==> src/rtl/dram_fill_cmd_gen.sv <==
// Fill-request walker: turns one (gaddr, len, bounds, bcast) request into
// ordered DRAM line-read addresses and per-segment copy/broadcast/pad commands.
`timescale 1ns/1ps
module dram_fill_cmd_gen #(
    parameter  int GBW    = 32,
    parameter  int LBW    = 16,
    parameter  int CSIZE  = 32,
    parameter  int VSIZE  = 32,
    localparam int CC_BW  = $clog2(CSIZE),
    localparam int CV_BW1 = $clog2(VSIZE + 1)
) (
    input  logic                 i_clk,
    input  logic                 i_rst,
    input  logic                 req_rdy,
    output logic                 req_ack,
    input  logic                 i_which,
    input  logic [GBW-1:0]       i_gaddr,
    input  logic [LBW:0]         i_len,
    input  logic [GBW-1:0]       i_bnd_lo,
    input  logic [GBW-1:0]       i_bnd_hi,
    input  logic                 i_bcast,
    output logic                 dramra_rdy,
    input  logic                 dramra_ack,
    output logic [GBW-CC_BW-1:0] o_dramra,
    output logic                 cmd_rdy,
    input  logic                 cmd_ack,
    output logic                 o_which,
    output logic [1:0]           o_cmd_type,
    output logic                 o_cmd_islast,
    output logic [CC_BW-1:0]     o_cmd_addrofs,
    output logic [CV_BW1-1:0]    o_cmd_len,
    output logic                 o_busy
);

    localparam int W1 = GBW + 1;

    localparam logic [2:0] S_IDLE = 3'b001;
    localparam logic [2:0] S_ADDR = 3'b010;
    localparam logic [2:0] S_CMD  = 3'b100;
    localparam int B_IDLE = 0;
    localparam int B_ADDR = 1;
    localparam int B_CMD  = 2;

    localparam logic [1:0] T_COPY  = 2'd0;
    localparam logic [1:0] T_BCAST = 2'd1;
    localparam logic [1:0] T_PAD   = 2'd2;

    localparam logic [W1-1:0] CSIZE_W = W1'(CSIZE);
    localparam logic [W1-1:0] VSIZE_W = W1'(VSIZE);

    function automatic logic [W1-1:0] min2(input logic [W1-1:0] x, input logic [W1-1:0] y);
        return (x < y) ? x : y;
    endfunction

    logic [2:0]     state_reg, state_next;
    logic [GBW-1:0] gaddr_reg, lo_reg, hi_reg;
    logic [LBW:0]   len_reg, pos_reg;
    logic           bcast_reg, which_reg, fetched_reg;

    logic [W1-1:0]          a_w, left_w, lo_w, hi_w, e_w, room_w, seg_n_w;
    logic [1:0]             seg_type;
    logic [CC_BW-1:0]       seg_ofs;
    logic                   seg_last;
    logic [GBW-CC_BW-1:0]   fetch_line;
    logic                   need_fetch;
    logic [LBW:0]           pos_sum;

    // All arithmetic is one bit wider than the address so hi/lo compares never wrap.
    always_comb begin
        a_w        = W1'(gaddr_reg) + W1'(pos_reg);
        left_w     = W1'(len_reg) - W1'(pos_reg);
        lo_w       = W1'(lo_reg);
        hi_w       = W1'(hi_reg);
        e_w        = W1'(gaddr_reg);
        room_w     = CSIZE_W - W1'(a_w[CC_BW-1:0]);
        seg_type   = T_PAD;
        seg_ofs    = '0;
        seg_n_w    = min2(left_w, VSIZE_W);
        seg_last   = 1'b0;
        fetch_line = a_w[GBW-1:CC_BW];
        if (bcast_reg) begin
            if (e_w >= lo_w && e_w < hi_w) begin
                seg_type   = T_BCAST;
                seg_ofs    = gaddr_reg[CC_BW-1:0];
                seg_last   = (seg_n_w == left_w);
                fetch_line = gaddr_reg[GBW-1:CC_BW];
            end
        end else if (a_w < lo_w) begin
            seg_n_w = min2(lo_w - a_w, seg_n_w);
        end else if (a_w < hi_w) begin
            seg_type = T_COPY;
            seg_ofs  = a_w[CC_BW-1:0];
            seg_n_w  = min2(min2(hi_w - a_w, room_w), min2(left_w, VSIZE_W));
            // A VSIZE split inside the same line keeps the line resident.
            seg_last = (seg_n_w == room_w) || (seg_n_w == hi_w - a_w) || (seg_n_w == left_w);
        end
        need_fetch = (seg_type != T_PAD) && !fetched_reg;
        pos_sum    = pos_reg + (LBW + 1)'(seg_n_w);
    end

    always_comb begin
        state_next = state_reg;
        case (state_reg)
            S_IDLE: if (req_rdy && i_len != '0) state_next = S_CMD;
            S_CMD: begin
                if (need_fetch)
                    state_next = S_ADDR;
                else if (cmd_ack && pos_sum == len_reg)
                    state_next = S_IDLE;
            end
            S_ADDR: if (dramra_ack) state_next = S_CMD;
            default: state_next = S_IDLE;
        endcase
    end

    always_ff @(posedge i_clk or negedge i_rst) begin
        if (!i_rst) begin
            state_reg   <= S_IDLE;
            gaddr_reg   <= '0;
            lo_reg      <= '0;
            hi_reg      <= '0;
            len_reg     <= '0;
            pos_reg     <= '0;
            bcast_reg   <= 1'b0;
            which_reg   <= 1'b0;
            fetched_reg <= 1'b0;
        end else begin
            state_reg <= state_next;
            if (req_ack) begin
                gaddr_reg   <= i_gaddr;
                lo_reg      <= i_bnd_lo;
                hi_reg      <= i_bnd_hi;
                len_reg     <= i_len;
                bcast_reg   <= i_bcast;
                which_reg   <= i_which;
                pos_reg     <= '0;
                fetched_reg <= 1'b0;
            end
            if (cmd_rdy && cmd_ack) begin
                pos_reg <= pos_sum;
                if (seg_last)
                    fetched_reg <= 1'b0;
            end
            if (dramra_rdy && dramra_ack)
                fetched_reg <= 1'b1;
        end
    end

    assign req_ack       = state_reg[B_IDLE] && req_rdy;
    assign dramra_rdy    = state_reg[B_ADDR];
    assign cmd_rdy       = state_reg[B_CMD] && !need_fetch;
    assign o_busy        = !state_reg[B_IDLE];
    assign o_which       = which_reg;
    assign o_dramra      = dramra_rdy ? fetch_line : '0;
    assign o_cmd_type    = cmd_rdy ? seg_type : '0;
    assign o_cmd_islast  = cmd_rdy && seg_last;
    assign o_cmd_addrofs = cmd_rdy ? seg_ofs : '0;
    assign o_cmd_len     = cmd_rdy ? seg_n_w[CV_BW1-1:0] : '0;

endmodule
==> config.mk <==
export PLATFORM = sky130hd
export DESIGN_NAME = dram_fill_cmd_gen
export DESIGN_NICKNAME = d
export VERILOG_FILES = /design/src/rtl/dram_fill_cmd_gen.sv
export SDC_FILE = /design/constraint.sdc
export NUM_CORES = 1
export LEC_CHECK = 0
export CORE_ASPECT_RATIO = 1.2
export CORE_MARGIN = 5
export CORE_UTILIZATION = 51
export CTS_BUF_LIST = sky130_fd_sc_hd__clkbuf_8
export CTS_CLUSTER_SIZE = 25
export DETAILED_ROUTE_END_ITERATION = 10
export PLACE_DENSITY = 0.74
export SLEW_MARGIN = 10
export SYNTH_ARGS = -nofsm -noshare
export SYNTH_HDL_FRONTEND = slang
export SYNTH_SLANG_ARGS = --single-unit
==> constraint.sdc <==
create_clock -name i_clk -period 21.2 [get_ports i_clk]
set_clock_uncertainty 0.1 [all_clocks]
set_input_delay 3.18 -clock i_clk [delete_from_list [all_inputs] [get_ports i_clk]]
set_output_delay 3.18 -clock i_clk [all_outputs]
set_load 0.01 [all_outputs]
# [After elaboration in Yosys (flattened, before gate mapping)]
# Index checks and enable logic that the tools add are counted.
[totals] ff_bits=136 latchBits=0 mem_bits_rw=0 rom_bits=0 inputBits=120 out_inout_bits=46 wordCells=88 memories=0
[classes] n_addsub=6 multipliers=0 n_div=0 n_lt_le_gt_ge=8 eq_ne=12 shifts=0 muxes=36 bitwise_logic=0 n_reduce_logical=17
[ops] cell="$eq 33x33->1" n=4
[ops] cell="$mux 17" n=6
[ops] cell="$lt 33x33->1" n=3
[ops] cell="$mux 33" n=3
[ops] cell="$mux 27" n=3
[ops] cell="$lt 33x32->1" n=2
[ops] cell="$sub 32x33->33" n=2
[ops] cell="$add 32x17->33" n=1
[ops] cell="$lt 33x6->1 const B" n=1
[ops] cell="$ge 32x32->1" n=1
[ops] cell="$lt 32x32->1" n=1
[ops] cell="$mux 5" n=5
[ops] cell="$sub 17x17->18" n=1
[ops] cell="$add 17x17->17" n=1
[ops] cell="$eq 17x17->1" n=1
[ops] cell="$reduce_bool 17->1" n=1
[ops] cell="$mux 3" n=4
[ops] cell="$mux 2" n=5
[ops] cell="$logic_and 1x1->1" n=9
[ops] cell="$pmux 3 s3" n=1
[ops] cell="$mux 1" n=8
[ops] cell="$sub 6x5->7 const A" n=1
[ops] cell="$mux 6" n=1
[ops] cell="$ne 2x2->1 const B" n=3
[ops] cell="other kinds (8)" n=11

# [Depth between registers and ports, before layout]
# Gate-level depths: netlist of run 1.
[depth] word_depth=15 ltp_mapped=64 depth_no_buf=61

# [Least setup slack after synthesis of run 1]
# Ideal clock, no wire load.
[synth_path] kind="reg-to-output" startpoint="reg gaddr_reg[4]" endpoint="out o_cmd_islast" t_arrival_ps=8415 required_ps=17920 setup_slack_ps=9505 stages_incl_launch_ff=39 n_path_buf=2 path_cell_list="dfrtp_1 -> ha_1 -> and2_1 -> a221oi_2 -> a21boi_2 -> nor2_1 -> o21ai_0 -> a21oi_1 -> o21ai_0 -> xnor2_1 -> ha_1 -> clkbuf_1 -> a21oi_1 -> inv_1 -> maj3_1 -> maj3_1 -> o2111ai_2 -> nand2_2 -> (+3 left out) -> nor2_1 -> o21ai_0 -> ha_1 -> a21o_1 -> a221oi_1 -> o21ai_0 -> a21oi_1 -> nand2_1 -> a211o_2 -> a41o_1 -> clkbuf_8 -> nand2_1 -> o21ai_0 -> a2111oi_0 -> o21ai_0 -> a2111o_1 -> a31oi_1 -> o21a_1"
[synth_via] elab_chain_len=13 elab_cells_between_ends=30 cone_classes="add/sub: 3; order compare: 6; eq/ne: 4; mux: 10; reduce/logical: 7"
[synth_rtl] item="start, declared" line="56" source="logic [GBW-1:0] gaddr_reg, lo_reg, hi_reg;"
[synth_rtl] item="start signal, assigned" line="130" source="gaddr_reg <= i_gaddr;"
[synth_rtl] item="$add 32x17->33" line="70" source="a_w = W1'(gaddr_reg) + W1'(pos_reg);"
[synth_rtl] item="$sub 32x33->33 or $sub 6x5->7 (tied branches)" line="93, 95, 75"
[synth_rtl] item="$lt 33x33->1" line="52" source="return (x < y) ? x : y;"
[synth_rtl] item="$mux 33" line="52"
[synth_rtl] item="$lt 33x33->1" line="52"
[synth_rtl] item="$mux 33" line="52"
[synth_rtl] item="$eq 33x33->1" line="95" source="seg_last = (seg_n_w == room_w) || (seg_n_w == hi_w - a_w) || (seg_n_w == left_w);"
[synth_rtl] item="$logic_or 1x1->1 (2 in a row)" line="95"
[synth_rtl] item="$mux 1" line="90" source="end else if (a_w < hi_w) begin"
[synth_rtl] item="$mux 1" line="88" source="end else if (a_w < lo_w) begin"
[synth_rtl] item="$mux 1" line="81" source="if (bcast_reg) begin"
[synth_rtl] item="$logic_and 1x1->1 *" line="156" source="assign o_cmd_islast = cmd_rdy && seg_last;"
[synth_rtl] item="end, declared" line="29" source="output logic o_cmd_islast,"
# Every way passes the cells marked *; elsewhere a longest branch is shown, timed or not.

# [Worst setup path in the final report of run 1]
[layout_path] startpoint="reg pos_reg[0]" endpoint="out o_cmd_islast"
[layout_via] elab_chain_len=13 elab_cells_between_ends=30 cone_classes="add/sub: 4; order compare: 5; eq/ne: 5; mux: 10; reduce/logical: 6"
[layout_rtl] item="start, declared" line="57" source="logic [LBW:0] len_reg, pos_reg;"
[layout_rtl] item="start signal, assigned" line="140" source="pos_reg <= pos_sum;"
[layout_rtl] item="$add 32x17->33" line="70"
[layout_rtl] item="$sub 32x33->33 or $sub 6x5->7 (tied branches)" line="93, 95, 75"
[layout_rtl] item="$lt 33x33->1" line="52"
[layout_rtl] item="$mux 33" line="52"
[layout_rtl] item="$lt 33x33->1" line="52"
[layout_rtl] item="$mux 33" line="52"
[layout_rtl] item="$eq 33x33->1" line="95"
[layout_rtl] item="$logic_or 1x1->1 (2 in a row)" line="95"
[layout_rtl] item="$mux 1" line="90"
[layout_rtl] item="$mux 1" line="88"
[layout_rtl] item="$mux 1" line="81"
[layout_rtl] item="$logic_and 1x1->1 *" line="156"
# Marks and branches as above.

==> results of run 1 <==
cell usage after synthesis, types with 22 or more instances:
| cell type | instances | area [sq um] |
|---|---|---|
| nand2b_1 | 36 | 225 |
| mux2i_1 | 27 | 270 |
| dfrtp_1 | 135 | 3380 |
| nor2b_1 | 49 | 307 |
| xnor2_1 | 96 | 841 |
| o21ai_0 | 177 | 886 |
| a21oi_1 | 112 | 561 |
| and3_1 | 22 | 138 |
| nor3_1 | 40 | 200 |
| nor4_1 | 25 | 156 |
| mux2_2 | 52 | 586 |
| a211oi_1 | 26 | 195 |
| and2_1 | 26 | 163 |
| a21o_1 | 55 | 413 |
| maj3_1 | 22 | 220 |
| ha_1 | 224 | 2800 |
| xor2_1 | 53 | 464 |
| clkbuf_1 | 41 | 154 |
| nor2_1 | 130 | 488 |
| nand2_1 | 212 | 796 |
| nand4_1 | 40 | 250 |
| inv_1 | 150 | 563 |
| nand3_1 | 45 | 225 |
logic make-up after synthesis:
logic type	count (synthesis)	synth area share
AO/OA/AOI/OAI	612	0.238
XOR/XNOR	158	0.0843
adder cells (fa/ha/maj)	254	0.179
buffers and inverters	215	0.0522
flip-flops	136	0.193
multiplexers	80	0.0494
other	2	0.000427
AND/OR/NAND/NOR	706	0.203
placed cells by master (no fill, tap or decap), types with 52 or more instances in the layout:
master and instances:
a21o_1 55, dfrtp_1 135, nand2_1 212, clkdlybuf4s50_1 164
a21oi_1 112, mux2_2 52, conb_1 81, nor2_1 130
xor2_1 53, o21ai_0 177, inv_1 150, ha_1 224
xnor2_1 96
worst max-delay path, delay by kind of cell, from the launching register on:
kind | cells | cell delay, ns
buffers and inverters | 2 | 0.58
and+or+nand+nor | 14 | 2.70
adders and majority gates | 4 | 1.23
DFF | 1 | 0.43
muxes | 1 | 0.34
AOI/OAI and AO/OA | 19 | 4.71
xor gates and xnor gates | 2 | 0.35
worst paths after layout:
check,end,cells after the start
setup / recovery,o_cmd_islast,42
hold / removal,o_which,1
setup reg to reg,state_reg[2],60
hold reg to reg,o_which,1
max in group asynchronous,len_reg[16],2
min in group asynchronous,gaddr_reg[29],1
cell type report:
type                       instances  area [sq um]
fill                            3241         13800
multi-input combinational       1891         13600
sequential                       136          3400
timing repair buffer             175          1730
inverter                         152           576
tap                              456           571
clock buffer                      19           262
clock inverter                    13           143
per-stage QoR:
stage | hold slack (ns) | instance area, sq um
after floorplan | 0.387 | 17900
after global placement | 0.387 | 19900
after detailed placement | 0.397 | 19900
after CTS | 0.418 | 20300
after global routing | 0.440 | 20300
final | 0.413 | 20300
metal layers:
layer / part of all wire / track usage / vias to the layer above
met5: 0.00052 / 0 / -
met4: 0.064 / 0.185 / 4
met3: 0.045 / 0.0519 / 147
met2: 0.49 / 0.542 / 533
met1: 0.40 / 0.342 / 8121
li1: - / - / 8247
==> impl_results.md, run 1 <==
* Ports at between 150 and 200
* Seq/Total Area, Yosys at 0.193
* GP Congestion at approximately 1
* HP Class: flip-flop to flip-flop
* Clock Sinks at roughly 140
* Critical path's slowest cell: clkdlybuf4s50_1
* CORE AREA at between 0.03 and 0.04 sq mm
* Critical path's largest stage delay at approximately 0.53 ns
* CTS resizes at 0
* # diodes at 0
* Crit path capture type: output port
* GRT Util Overall at 0.304
* Non-Filler Instances at 2842
* Synthesis Warnings at 0
* Initial antenna violation count at 1
* Placement Setup Slack at 7.70 ns
* Final min period at approximately 14 ns
* Layout cells sized above 1 at 0.0750
* Syn Area/Cell at between 8 and 9 sq um
* HPWL Detailed at 48900 um
* Port Buffers at approximately 170
* TritonCTS clock tree: yes
* Site Rows at 74
* Largest net degree at the start of global routing at between 70 and 80
* Least-Margin Pin Slew at 1.05 ns
* Max_cap viols at 0
* Final setup margin at approximately 7.0 ns
* # Post-CTS Setup Buffers at 0
* Core Util, Final at 0.595
* Initial DRC Count at ~1200
* Mapped cell area at between 0.015 and 0.02 sq mm
* CTS Root Cell: clkbuf_8
* Final net count at ~2700
* Starting Density at 0.517
* Final period util at 0.668
* Slew Limit Headroom at 0.296
* Setup crit start kind: flip-flop
* RR Startpoint: pos_reg[0]
* FF-to-FF setup slack at about 8 ns
* Synth cell types at ~120
* Setup TNS at 0 ns
* Critical path type: flip-flop to output port
* Congestion Overflow GR at 0
* Vias per cell at 6.00
* Worst EP required at between 15 and 20 ns
* Die height at 214 um
* EDFF count, synth at 0
* Clock Latency Late Sink at between 0.5 and 0.6 ns
* Most used DFF post-synth: dfrtp_1
* Routed Antenna Nets at 0
* #FFs+latches synth at approximately 140
* Die X at around 180 um
* Placed cells at between 2000 and 3000
* Vias in the first global route at 16900
* Final hold violations at 0
* Detailed Route WL at roughly 60000 um
* Routed via count at 17100
* Post-synthesis async set-or-reset flop share at 1.00
* # setup viols final at 0
* Critical path data arrival time at 10.89 ns
* Total CTS buffers at 17
* First-pass GRT wire length at between 90000 and 100000 um
* Status: complete, no violations
* DRC Markers at 0
* RSZ-0062 raised after global routing: no
* DR WL/cell at between 20 and 25 um
* Cts hold-fix bufs at 0
* Syn Inst Count at ~2200
* Clk slew on worst S/H paths at 0.10 ns
* TritonRoute pass-1 iters at 6
* CTS max path bufs at 2
* Worst setup path start: pos_reg[0]
* Hold_sp: o_which
* Max Fclk at around 71 MHz
* Slew Limit Fails at 0
* Layout area overhead at 15.1%
* Die ar. at about 0.038 sq mm
* H-tree depth at 4
* Critical path peak fanout at 9
Power of run 1 is left out: the tool's default activity adds up to more than one toggle a clock period on the data nets, which glitch-free logic cannot reach.
==> run 2, diff against run 1 <==
- clock period: 21.2 -> 13.7 ns (I/O delays scaled with it)
==> impl_results.md, run 2 (synthesis gave the netlist of run 1 again) <==
* Status: complete, no violations
* Final min period at 12.96 ns
* CORE AREA at about 0.034 sq mm
* Detailed Route WL at ~60000 um
* H-tree depth at 4
* Clock Latency Late Sink at between 0.5 and 0.6 ns
* Routed via count at roughly 17000
* Least-Margin Pin Slew at approximately 1.1 ns
* Setup TNS at 0 ns
* CTS max path bufs at 2
* Max_cap viols at 0
* Slew Limit Headroom at 0.291
* Layout cells sized above 1 at 0.0778
* HP Class: flip-flop to flip-flop
* Critical path peak fanout at 9
* First-pass GRT wire length at 93400 um
* Critical path's largest stage delay at roughly 0.65 ns
* Clk slew on worst S/H paths at about 0.10 ns
* DRC Markers at 0
* CTS Root Cell: clkbuf_8
* Die ar. at 0.0383 sq mm
* Setup crit start kind: flip-flop
* Site Rows at between 70 and 80
* Initial antenna violation count at 0
* Critical path data arrival time at 10.81 ns
* Commonest non-fill, non-tap cell in the layout: ha_1
* Cell mode on critical path: o21ai_0
* Crit path capture type: output port
* Largest net degree at the start of global routing at 80
* Die height at between 200 and 250 um
* Final hold violations at 0
* Crit-path leading delay family: compound AO/OA/AOI/OAI gates
* Multi-input gate area at between 0.01 and 0.015 sq mm
* TritonCTS clock tree: yes
* RSZ-0062 raised after global routing: no
* WP buf/inv at 1
* Register area at 0.00340 sq mm
* Die X at 180 um
* DR WL/cell at between 20 and 25 um
* Vias in the first global route at 17000
* GRT Util Overall at 0.305
* Initial DRC Count at about 1300
* Max Fclk at ~77 MHz
* Total CTS buffers at 17
* Critical path's slowest cell: or4_4
* HPWL Detailed at ~50000 um
* Routed Antenna Nets at 0
* Critical path type: flip-flop to output port
* Slew Limit Fails at 0
* # diodes at 0
* GP Congestion at about 1
* Most frequent cells in the layout: 224 x ha_1, 212 x nand2_1, 176 x o21ai_0, 164 x clkdlybuf4s50_1, 151 x inv_1
* Ports at approximately 170
* Final period util at 0.946
* Congestion Overflow GR at 0
* TritonRoute pass-1 iters at 7
* Vias per cell at 6.04
* Fillers at approximately 3200
* # setup viols final at 0
* Layout area overhead at 15.7%
* Starting Density at 0.517
* Port Buffers at roughly 170
* Worst EP required at 11.55 ns
* Clock Sinks at 136
* Final net count at around 2700
run 2: metrics by stage:
step | setup WS (ns) | instances | area [sq um] | hold WS (ns) | util
5_1_grt | 0.0176 | 2846 | 20400 | 0.455 | 0.597
3_5_place_dp | 0.998 | 2811 | 19900 | 0.418 | 0.583
6_report | 0.738 | 2846 | 20400 | 0.431 | 0.597
4_1_cts | 0.635 | 2843 | 20300 | 0.438 | 0.596
3_3_place_gp | 1.21 | 2811 | 19900 | 0.389 | 0.583
2_1_floorplan | 2.61 | 2242 | 17900 | 0.387 | -
run 2: routing by layer:
layer  track usage  vias up  part of all wire
met4         0.162        0             0.055
met1         0.362     8202              0.41
met2         0.544      596              0.49
met5             0        -                 0
met3        0.0373      147             0.047
li1              -     8251                 -
run 2: final cells by class:
| class | instances | share of cell area |
|---|---|---|
| tap | 456 | 0.0280 |
| clock buffer | 18 | 0.0122 |
| multi-input combinational | 1891 | 0.668 |
| inverter | 152 | 0.0283 |
| sequential | 136 | 0.167 |
| clock inverter | 14 | 0.00965 |
| timing repair buffer | 179 | 0.0864 |
run 2: final timing paths:
path	start	to	slack (ns)	cells past startpoint
min in group asynchronous	i_rst	gaddr_reg[28]	1.44	1
max in group asynchronous	i_rst	pos_reg[10]	10.63	2
hold reg to reg	o_which	o_which	0.43	1
hold / removal	o_which	o_which	0.43	1
setup reg to reg	pos_reg[0]	state_reg[2]	0.89	60
setup / recovery	gaddr_reg[4]	o_cmd_islast	0.74	36
run 2: worst register-to-register path: cells and delay by family (launching register included):
family	cells	cell delay [ns]
AOI/OAI and AO/OA	32	5.66
adders and majority gates	11	3.78
and+or+nand+nor	8	1.06
xor gates and xnor gates	4	0.90
buffers and inverters	4	0.57
DFF	1	0.44
muxes	1	0.21
run 2: what timing repair did:
item,4_1_cts,5_1_grt
buffers inserted,0,3
gates resized for setup,0,6
endpoints found under the setup margin,0,3
hold buffers,0,0
Power of run 2 is left out for the same reason.
